**config.mk**
```make
export PLATFORM = sky130hd
export DESIGN_NAME = cpu_step_sequencer
export DESIGN_NICKNAME = d
export VERILOG_FILES = /design/src/rtl/cpu_pkg.sv /design/src/rtl/op_class_decode.sv /design/src/rtl/cpu_step_sequencer.sv
export SDC_FILE = /design/constraint.sdc
export NUM_CORES = 1
export LEC_CHECK = 0
export ABC_AREA = 1
export CAP_MARGIN = 20
export CORE_MARGIN = 1
export CORE_UTILIZATION = 49
export DETAILED_ROUTE_END_ITERATION = 8
export PLACE_DENSITY = 0.91
export RECOVER_POWER = 100
export SLEW_MARGIN = 25
export SYNTH_ARGS = -nofsm -noshare
export SYNTH_HDL_FRONTEND = slang
export SYNTH_HIERARCHICAL = 1
export SYNTH_SLANG_ARGS = --single-unit
export TNS_END_PERCENT = 5
```
**constraint.sdc**
```tcl
create_clock -name clk -period 1.96 [get_ports clk]
set_input_delay 0.392 -clock clk [delete_from_list [all_inputs] [get_ports clk]]
set_output_delay 0.392 -clock clk [all_outputs]
set_load 0.03 [all_outputs]
```
**src/rtl/cpu_pkg.sv**
```systemverilog
`default_nettype none
// ============================================================================
//  Module      : cpu_pkg
//  Description : Shared definitions for the multi-cycle CPU sequencer:
//                opcode/subopcode constants, state and class encodings,
//                PC source select codes.
//  Revision    : 1.0  initial release
// ============================================================================
package cpu_pkg;

    localparam int C_OPCODE_W = 6;
    localparam int C_SUBOP_W  = 5;

    // Opcodes decoded by the sequencer
    localparam logic [C_OPCODE_W-1:0] C_OP_ADD    = 6'b100000;
    localparam logic [C_OPCODE_W-1:0] C_OP_ALU_28 = 6'b101000;
    localparam logic [C_OPCODE_W-1:0] C_OP_ALU_2C = 6'b101100;
    localparam logic [C_OPCODE_W-1:0] C_OP_ALU_2B = 6'b101011;
    localparam logic [C_OPCODE_W-1:0] C_OP_SUB    = 6'b100010;
    localparam logic [C_OPCODE_W-1:0] C_OP_LW     = 6'b000010;
    localparam logic [C_OPCODE_W-1:0] C_OP_LSW    = 6'b011100;
    localparam logic [C_OPCODE_W-1:0] C_OP_SWI    = 6'b001010;
    localparam logic [C_OPCODE_W-1:0] C_OP_BEQ    = 6'b100110;
    localparam logic [C_OPCODE_W-1:0] C_OP_J      = 6'b100100;

    // Subopcode of the shared load/store opcode that selects a load
    localparam logic [C_SUBOP_W-1:0]  C_SUB_LSW_LOAD = 5'b00010;

    // Sequencer states (value is visible on the debug port)
    typedef enum logic [2:0] {
        S_IDLE   = 3'd0,
        S_FETCH  = 3'd1,
        S_DECODE = 3'd2,
        S_EXEC   = 3'd3,
        S_MEM    = 3'd4,
        S_WB     = 3'd5,
        S_HALT   = 3'd6,
        S_ERR    = 3'd7
    } state_t;

    // Instruction classes
    typedef enum logic [2:0] {
        CLS_ALU   = 3'd0,
        CLS_LOAD  = 3'd1,
        CLS_STORE = 3'd2,
        CLS_BR    = 3'd3,
        CLS_JMP   = 3'd4,
        CLS_ILL   = 3'd5
    } op_class_t;

    // PC source select codes
    localparam logic [1:0] C_PC_SEL_PC4 = 2'd0;
    localparam logic [1:0] C_PC_SEL_BR  = 2'd1;
    localparam logic [1:0] C_PC_SEL_JMP = 2'd2;

    // States that own the memory port and are subject to the wait timeout
    function automatic logic is_mem_state(input state_t s);
        return (s == S_FETCH) || (s == S_MEM);
    endfunction

endpackage
`default_nettype wire

```
**src/rtl/op_class_decode.sv**
```systemverilog
`default_nettype none
// ============================================================================
//  Module      : op_class_decode
//  Description : Combinational opcode/subopcode to instruction-class map.
//                Shared by the sequencer, hazard and debug logic.
//  Revision    : 1.0  initial release
// ============================================================================
module op_class_decode
    import cpu_pkg::*;
(
    input  logic [C_OPCODE_W-1:0] opcode,
    input  logic [C_SUBOP_W-1:0]  subopcode,
    output op_class_t             op_class
);

    // Classify the instruction; anything not listed is illegal
    always_comb begin
        op_class = CLS_ILL;
        case (opcode)
            C_OP_ADD, C_OP_ALU_28, C_OP_ALU_2C,
            C_OP_ALU_2B, C_OP_SUB:  op_class = CLS_ALU;
            C_OP_LW:                op_class = CLS_LOAD;
            C_OP_LSW:               op_class = (subopcode == C_SUB_LSW_LOAD) ? CLS_LOAD : CLS_STORE;
            C_OP_SWI:               op_class = CLS_STORE;
            C_OP_BEQ:               op_class = CLS_BR;
            C_OP_J:                 op_class = CLS_JMP;
            default:                op_class = CLS_ILL;
        endcase
    end

endmodule
`default_nettype wire

```
**src/rtl/cpu_step_sequencer.sv**
```systemverilog
`default_nettype none
// ============================================================================
//  Module      : cpu_step_sequencer
//  Description : Multi-cycle FETCH/DECODE/EXEC/MEM/WB sequencer for the
//                single-port CPU datapath. Gates decoder write enables to
//                their own step and arbitrates the shared memory port with a
//                ready handshake and wait timeout.
//                Optional macro PERF_CNT_EN adds cycle_cnt / instr_cnt.
//  Revision    : 1.0  initial release
// ============================================================================
module cpu_step_sequencer
    import cpu_pkg::*;
#(
    parameter int MEM_TIMEOUT = 15
`ifdef PERF_CNT_EN
    ,
    parameter int CNT_W = 32
`endif
) (
    input  logic                  clk,
    input  logic                  rst,
    input  logic                  start,
    input  logic                  halt_req,
    input  logic [C_OPCODE_W-1:0] opcode,
    input  logic [C_SUBOP_W-1:0]  subopcode,
    input  logic                  branch_taken,
    input  logic                  mem_ready,
    output logic                  mem_req,
    output logic                  mem_we,
    output logic                  mem_addr_sel,
    output logic                  ir_we,
    output logic                  pc_we,
    output logic [1:0]            pc_sel,
    output logic                  reg_we,
    output logic                  retire,
    output logic                  illegal,
    output logic                  err,
`ifdef PERF_CNT_EN
    output logic [CNT_W-1:0]      cycle_cnt,
    output logic [CNT_W-1:0]      instr_cnt,
`endif
    output logic [2:0]            state
);

    // Last wait count tolerated; one more idle cycle trips the timeout
    localparam logic [7:0] C_TIMEOUT_LAST = 8'(MEM_TIMEOUT - 1);

    state_t    state_q, state_d;
    op_class_t cls_q, cls_d;
    logic [7:0] wait_q, wait_d;
    logic      err_q, err_d;
    op_class_t w_dec_cls;
    logic      w_timeout_hit;

    op_class_decode u_op_class_decode (
        .opcode    (opcode),
        .subopcode (subopcode),
        .op_class  (w_dec_cls)
    );

    assign w_timeout_hit = (wait_q == C_TIMEOUT_LAST) && !mem_ready;

    // Next-state and step outputs; DECODE uses the live decode since the
    // class register only captures it at the end of that step
    always_comb begin
        state_d      = state_q;
        cls_d        = cls_q;
        err_d        = err_q;
        mem_req      = 1'b0;
        mem_we       = 1'b0;
        mem_addr_sel = 1'b0;
        ir_we        = 1'b0;
        pc_we        = 1'b0;
        pc_sel       = C_PC_SEL_PC4;
        reg_we       = 1'b0;
        retire       = 1'b0;
        illegal      = 1'b0;
        case (state_q)
            S_IDLE, S_HALT: begin
                if (start) state_d = S_FETCH;
            end
            S_FETCH: begin
                mem_req = 1'b1;
                if (mem_ready) begin
                    ir_we   = 1'b1;
                    state_d = S_DECODE;
                end else if (w_timeout_hit) begin
                    state_d = S_ERR;
                    err_d   = 1'b1;
                end
            end
            S_DECODE: begin
                cls_d = w_dec_cls;
                if (w_dec_cls == CLS_ILL) begin
                    illegal = 1'b1;
                    pc_we   = 1'b1;
                    state_d = S_FETCH;
                end else begin
                    state_d = S_EXEC;
                end
            end
            S_EXEC: begin
                case (cls_q)
                    CLS_ALU:              state_d = S_WB;
                    CLS_LOAD, CLS_STORE:  state_d = S_MEM;
                    CLS_BR: begin
                        pc_we  = 1'b1;
                        pc_sel = branch_taken ? C_PC_SEL_BR : C_PC_SEL_PC4;
                        retire = 1'b1;
                    end
                    CLS_JMP: begin
                        pc_we  = 1'b1;
                        pc_sel = C_PC_SEL_JMP;
                        retire = 1'b1;
                    end
                    default:              state_d = S_FETCH;
                endcase
            end
            S_MEM: begin
                mem_req      = 1'b1;
                mem_addr_sel = 1'b1;
                mem_we       = (cls_q == CLS_STORE);
                if (mem_ready) begin
                    if (cls_q == CLS_STORE) begin
                        pc_we  = 1'b1;
                        retire = 1'b1;
                    end else begin
                        state_d = S_WB;
                    end
                end else if (w_timeout_hit) begin
                    state_d = S_ERR;
                    err_d   = 1'b1;
                end
            end
            S_WB: begin
                reg_we = 1'b1;
                pc_we  = 1'b1;
                retire = 1'b1;
            end
            default: begin
                state_d = S_ERR;
            end
        endcase
        // Every retiring step chooses between halting and the next fetch
        if (retire) state_d = halt_req ? S_HALT : S_FETCH;
    end

    // Wait counter: consecutive un-ready cycles within one memory step
    always_comb begin
        wait_d = '0;
        if (is_mem_state(state_q) && !mem_ready && (state_d == state_q))
            wait_d = wait_q + 8'd1;
    end

    // State, class, wait counter and sticky error registers
    always_ff @(posedge clk or negedge rst) begin
        if (!rst) begin
            state_q <= S_IDLE;
            cls_q   <= CLS_ALU;
            wait_q  <= '0;
            err_q   <= 1'b0;
        end else begin
            state_q <= state_d;
            cls_q   <= cls_d;
            wait_q  <= wait_d;
            err_q   <= err_d;
        end
    end

    assign err   = err_q;
    assign state = state_q;

`ifdef PERF_CNT_EN
    logic [CNT_W-1:0] cycle_cnt_q, cycle_cnt_d;
    logic [CNT_W-1:0] instr_cnt_q, instr_cnt_d;

    // Busy-cycle and retired-instruction counters, wrapping at overflow
    always_comb begin
        cycle_cnt_d = cycle_cnt_q;
        instr_cnt_d = instr_cnt_q;
        if ((state_q != S_IDLE) && (state_q != S_HALT) && (state_q != S_ERR))
            cycle_cnt_d = cycle_cnt_q + CNT_W'(1);
        if (retire)
            instr_cnt_d = instr_cnt_q + CNT_W'(1);
    end

    // Counter registers
    always_ff @(posedge clk or negedge rst) begin
        if (!rst) begin
            cycle_cnt_q <= '0;
            instr_cnt_q <= '0;
        end else begin
            cycle_cnt_q <= cycle_cnt_d;
            instr_cnt_q <= instr_cnt_d;
        end
    end

    assign cycle_cnt = cycle_cnt_q;
    assign instr_cnt = instr_cnt_q;
`endif

endmodule
`default_nettype wire

```
==> impl_metrics.json, run 1 <==
{
  "drtIter0Drc": 181,
  "fin_skew_ns": 0.00669,
  "violations": "design-rule violations, negative setup slack",
  "die_h_um": 52.4,
  "start_util_pct": 54.2,
  "core_area_um2": 2300,
  "placed_cells": 254,
  "setup_ws_ns": -0.219,
  "dieArea_um2": 2750,
  "drc": 2,
  "rsz0062_at_grt": "true",
  "path_clk_slew_ns": 0.09,
  "syn_nets": 206,
  "worst_skew_pair.late_latency_ns": 0.30,
  "cts_htree_levels": 1,
  "min_from": "err",
  "grt_pass1_wl_um": 6030,
  "cts_tree": "built",
  "syn_to_final_growth_pct": 58.4,
  "maxCapViolations": 0,
  "drive_above_1_share_pct": 43.5,
  "cts_buffers": 3,
  "cp_common_cell": "nand2_2",
  "tns_ns": -1.51,
  "hold_viol": 0,
  "stdcell_count": 274,
  "finalCritPeriodShare_pct": 111,
  "clock-sinks": 15,
  "first_pass_iters": 9,
  "critPathLaunch": "opcode[4]",
  "cp.arrival_ns": 1.79,
  "ir_worst_vdd_mv": 1.46,
  "worst_setup_path_end_kind": "output pin",
  "drt-vias-per-instance": 6.08,
  "critPathKind": "input pin to output pin",
  "track_usage_pct": 30.2,
  "rows": 17,
  "nets": 267,
  "status": "complete, but fails checks",
  "mostFrequentLayoutCells": "32 x nand2_1, 23 x buf_4, 22 x nor2_1",
  "fp.dieW_um": 52.4,
  "routabilityCongestion": 0.933,
  "cp_slowest_stage_delay_ns": 0.19,
  "synth.distinct_cells": 27,
  "wl_per_cell_um": 19.1,
  "antenna_found_initial": 0,
  "route.vias.total": 1665,
  "syn_inst": 186,
  "grt_pass1_vias": 1385,
  "cp_cell_sequence": "buf_6 > inv_2 > nand2_4 > nor2_4 > nand2_2 > nand2_2 > nor2_2 > nand2_2 > nand3_2 > nor2_2 > nor2_1 > nor2_1 > buf_4",
  "cts-root-buf": "clkbuf_4",
  "ys_seq_area_share_pct": 30.1,
  "cp_slowest_cell": "nor2_2",
  "dpl.hpwl_um": 2380,
  "syn-cell-area_um2": 1250,
  "diodes": 0,
  "hold_slack_ns": 0.497,
  "worst_pin_slew_ns": 0.826,
  "grt_overflow": 0,
  "worstPathRequired_ns": 1.57,
  "fmax_ghz": 0.459,
  "clock_path_buffers": 2,
  "port_buffers": 30,
  "crit_fanout": 3,
  "powerDensity_nw_per_um2": 1270,
  "r2r-start": "state[2]",
  "antenna_left": 0,
  "drt_wl_total_um": 5240,
  "syn_area_per_cell_um2": 6.70,
  "hp-class": "flop to flop",
  "place_ws_ns": -0.510,
  "ys_ff_latch": 15,
  "setup_viol": 14,
  "period_needed_ns": 2.18,
  "p_leak_uw": 0.00101,
  "ios": 31,
  "layout_commonest_cell": "nand2_1",
  "start_kind": "input pin",
  "grt_max_degree": 16,
  "final-max-slew-violation-count": 0,
  "slew_headroom_pct": 44.9,
  "hold_buffers": 0,
  "yosys_warnings": 6
}
metal layers:
| layer | vias to the layer above | routed length, um | track usage (%) |
|---|---|---|---|
| met5 | - | 0 | 0 |
| met4 | 0 | 395 | 14.9 |
| met3 | 60 | 551 | 4.64 |
| met2 | 157 | 2420 | 48.7 |
| met1 | 744 | 1870 | 38.9 |
| li1 | 704 | - | - |
per-stage QoR:
| step | total power (uW) | utilization, % | area, um2 |
|---|---|---|---|
| 2_1_floorplan | 1380 | - | 1250 |
| 3_3_place_gp | 1750 | 71.4 | 1640 |
| 3_5_place_dp | 1790 | 71.4 | 1640 |
| 4_1_cts | 2010 | 75.8 | 1740 |
| 5_1_grt | 2580 | 85.9 | 1970 |
| 6_report | 2500 | 85.9 | 1970 |
synthesized netlist by cell type:
master     n  area share, %
inv_2      2           0.60
ha_1       3            3.0
xnor2_1    2            1.4
nor4_1     1           0.50
o21ai_0    5            2.0
o21ai_1    1           0.40
nand3b_1   3            1.8
nand3_2    5            4.0
a21oi_1    2           0.80
xor2_1     4            2.8
nand3b_4   1            1.6
nand3_1   18            7.2
and2_2     1           0.60
o211ai_1   1           0.60
nand2_1   42             13
or2_2      1           0.50
nor2_4     1           0.90
nor2_2     6            3.0
dfrtp_1   15             30
nand2_2    5            2.5
buf_6      2            1.8
nor2_1    34             10
nor3_1     3            1.2
o31ai_1    1           0.60
inv_1     25            7.5
o21bai_1   1           0.60
nand2_4    1           0.90
where the power goes:
part,total (uW),switching [uW],internal [uW]
combinational,1800,1130,676
clock,181,102,79.4
sequential,516,131,386
critical path: cells and delay by family:
kind / cells / cell delay (ns)
buffers and inverters: 3 / 0.37
AND/OR/NAND/NOR: 10 / 1.03
what timing repair did:
| item | CTS | global route |
|---|---|---|
| setup buffers | 9 | 7 |
| pin swaps | 12 | 28 |
| endpoints found under the setup margin | 15 | 16 |
| gates resized for setup | 22 | 95 |
registers in the layout, indices dropped and copies added, names as in the netlist:
register	count
wait_q	8
err	1
state	3
cls_q	3
cell type report:
type | count | area, um2
Inverter | 27 | 104
Fill cell | 100 | 323
Multi-Input combinational cell | 142 | 902
Sequential cell | 15 | 380
Tap cell | 28 | 35.0
Clock buffer | 4 | 26.3
Timing Repair Buffer | 58 | 527
final timing paths:
path / to / depth (start not counted) / slack [ns]
max in group asynchronous: cls_q[0] / 2 / 0.69
min reg2reg: err / 1 / 0.50
min in group asynchronous: wait_q[5] / 2 / 0.70
max reg2reg: wait_q[0] / 9 / -0.06
max: pc_we / 13 / -0.22
min: err / 1 / 0.50
kinds of logic (layout without fill, tap and decap cells):
family	count (synthesis)	after routing	synth area share, %
xor gates and xnor gates	6	6	4.22
adders and majority gates	3	3	3.01
and+or+nand+nor	122	122	47.7
DFF	15	15	30.1
buffers and inverters	29	89	9.94
AOI/OAI and AO/OA	11	11	5.02
Power figures use the tool's default switching activity.
==> run 2: changes to the inputs <==
--- a/config.mk
+++ b/config.mk
@@ -9,9 +9,11 @@
 export CAP_MARGIN = 20
 export CORE_MARGIN = 1
 export CORE_UTILIZATION = 49
+export CTS_CLUSTER_DIAMETER = 50
 export DETAILED_ROUTE_END_ITERATION = 8
 export PLACE_DENSITY = 0.91
 export RECOVER_POWER = 100
+export REMOVE_ABC_BUFFERS = 1
 export SLEW_MARGIN = 25
 export SYNTH_ARGS = -nofsm -noshare
 export SYNTH_HDL_FRONTEND = slang
==> run 2 against run 1 <==
Against the previous run:
- the flow finishes with violations (negative setup slack)
- global-route usage fell by 5.4 points
- final area fell by 6.3%
- register-to-register slack improved by 0.32 ns
- fmax rose by 7.9%
- clock power fell by 8%
- die area did not move
- clock skew fell by 0.0036 ns
- count of clock-buffer cells in the layout did not move
- wire length fell by 29%
- combinational power fell by 11%
- critical endpoint unchanged
==> impl_metrics.json, run 2 (synthesized netlist as in run 1, its figures left out) <==
{
  "cts-root-buf": "clkbuf_4",
  "ir_worst_vdd_mv": 1.36,
  "maxCapViolations": 0,
  "track_usage_pct": 24.8,
  "antenna_left": 0,
  "dieArea_um2": 2750,
  "start_kind": "flop",
  "setup_ws_ns": -0.0591,
  "port_buffers": 30,
  "grt_pass1_vias": 1235,
  "worst_pin_slew_ns": 0.646,
  "diodes": 0,
  "worstPathRequired_ns": 1.57,
  "worst_setup_path_end_kind": "output pin",
  "grt_max_degree": 16,
  "worst_skew_pair.late_latency_ns": 0.28,
  "clock-sinks": 15,
  "fmax_ghz": 0.495,
  "fp.dieW_um": 52.4,
  "reg2reg_setup_slack_ns": 0.26,
  "syn_to_final_growth_pct": 48.4,
  "routabilityCongestion": 0.935,
  "placed_area_um2": 1620,
  "fin_util_pct": 80.5,
  "start_util_pct": 54.2,
  "cts_buffers": 3,
  "fillCellCount": 138,
  "clock_path_buffers": 2,
  "violations": "negative setup slack",
  "drt_wl_total_um": 3720,
  "p_leak_uw": 0.000971,
  "slew_headroom_pct": 56.8,
  "drtIter0Drc": 69,
  "crit_buf_inv": 2,
  "ff_latch_area_um2": 378,
  "hp-class": "flop to flop",
  "hold_buffers": 0,
  "drt-vias-per-instance": 5.57,
  "cts_tree": "built",
  "antenna_found_initial": 0,
  "critPathKind": "flop to output pin",
  "cp.arrival_ns": 1.63,
  "rows": 17,
  "first_pass_iters": 4,
  "period_needed_ns": 2.02,
  "dpl.hpwl_um": 2190,
  "nets": 263,
  "rsz0062_at_grt": "true",
  "final-max-slew-violation-count": 0,
  "status": "complete, but fails checks",
  "setup_viol": 3,
  "cp_cell_sequence": "buf_6 > nand2_4 > nor2_4 > nand3_2 > nand3_4 > nor2_2 > nor2_1 > buf_4",
  "grt_pass1_wl_um": 4980,
  "cp_slowest_stage_delay_ns": 0.40,
  "fin_area_um2": 1850,
  "drc": 0,
  "drive_above_1_share_pct": 36.8,
  "multi_input_area_um2": 856,
  "path_delay_family": "simple AND/OR/NAND/NOR gates",
  "mostFrequentLayoutCells": "37 x nand2_1, 29 x buf_4, 24 x nor2_1",
  "core_area_um2": 2300,
  "layout_commonest_cell": "nand2_1",
  "die_h_um": 52.4,
  "fin_skew_ns": 0.00310,
  "cts_htree_levels": 1,
  "cp_slowest_cell": "dfrtp_1",
  "top_register": "wait_q",
  "largest_register_ffs": 8,
  "finalCritPeriodShare_pct": 103,
  "hold_viol": 0,
  "powerDensity_nw_per_um2": 1220,
  "route.vias.total": 1503,
  "grt_overflow": 0,
  "ios": 31,
  "crit_fanout": 8,
  "wl_per_cell_um": 13.8,
  "path_clk_slew_ns": 0.08
}
==> run 2: cell count changes in the layout (fill, tap and decap cells not counted), moves of 3 or more <==
cell	previous run	this run
buf_6	15	5
nand2_1	32	37
nand2_2	11	7
nand3_2	7	4
buf_4	23	29
==> run 2: routing by layer <==
metal  routed length (um)  vias up  global-route usage (%)
li1                     -      694                       -
met1                 1480      701                    31.6
met2                 1830       88                    41.6
met3                  290       20                    4.35
met4                  119        0                    9.21
met5                    0        -                       0
==> run 2: path summary, 6_finish.rpt <==
kind | start | to | depth (start not counted)
max reg2reg | state[0] | state[2] | 10
min in group asynchronous | rst | wait_q[6] | 1
min | err | err | 1
max | state[0] | pc_we | 8
max in group asynchronous | rst | state[2] | 1
min reg2reg | err | err | 1
==> run 2: what timing repair did <==
action,CTS,global route
gates resized for setup,25,57
pin swaps,10,18
hold endpoints to repair,0,0
buffers inserted,8,5
setup endpoints to repair,17,17
==> run 2: power breakdown <==
part | internal, uW | switching [uW] | leakage, uW
logic | 634 | 978 | 0.000766
registers | 382 | 97.8 | 0.000190
clock network | 79.1 | 87.3 | 0.0000150
total | 1100 | 1160 | 0.000971
==> run 2: metrics by stage <==
stage | instances | hold WS, ns | setup TNS (ns) | power (uW) | worst slack (ns)
global placement | 253 | 0.463 | -3.32 | 1750 | -0.400
finish | 270 | 0.489 | -0.137 | 2260 | -0.0591
detailed placement | 253 | 0.470 | -4.29 | 1780 | -0.481
floorplan | 184 | 0.0964 | -0.825 | 1330 | -0.440
CTS | 265 | 0.489 | -0.421 | 1980 | -0.158
global route | 270 | 0.505 | -0.802 | 2400 | -0.185
==> run 2: final cells by class <==
| class | instances | area share (%) |
|---|---|---|
| Sequential cell | 15 | 20.4 |
| Inverter | 27 | 5.62 |
| Multi-Input combinational cell | 142 | 46.3 |
| Clock buffer | 4 | 1.42 |
| Timing Repair Buffer | 54 | 24.4 |
| Tap cell | 28 | 1.89 |
==> run 3: changes to the inputs <==
--- a/config.mk
+++ b/config.mk
@@ -9,7 +9,6 @@
 export CAP_MARGIN = 20
 export CORE_MARGIN = 1
 export CORE_UTILIZATION = 49
-export CTS_CLUSTER_DIAMETER = 50
 export DETAILED_ROUTE_END_ITERATION = 8
 export PLACE_DENSITY = 0.91
 export RECOVER_POWER = 100
==> results of run 3 <==
No change in the layout: final DEF, timing and power equal those of run 2.
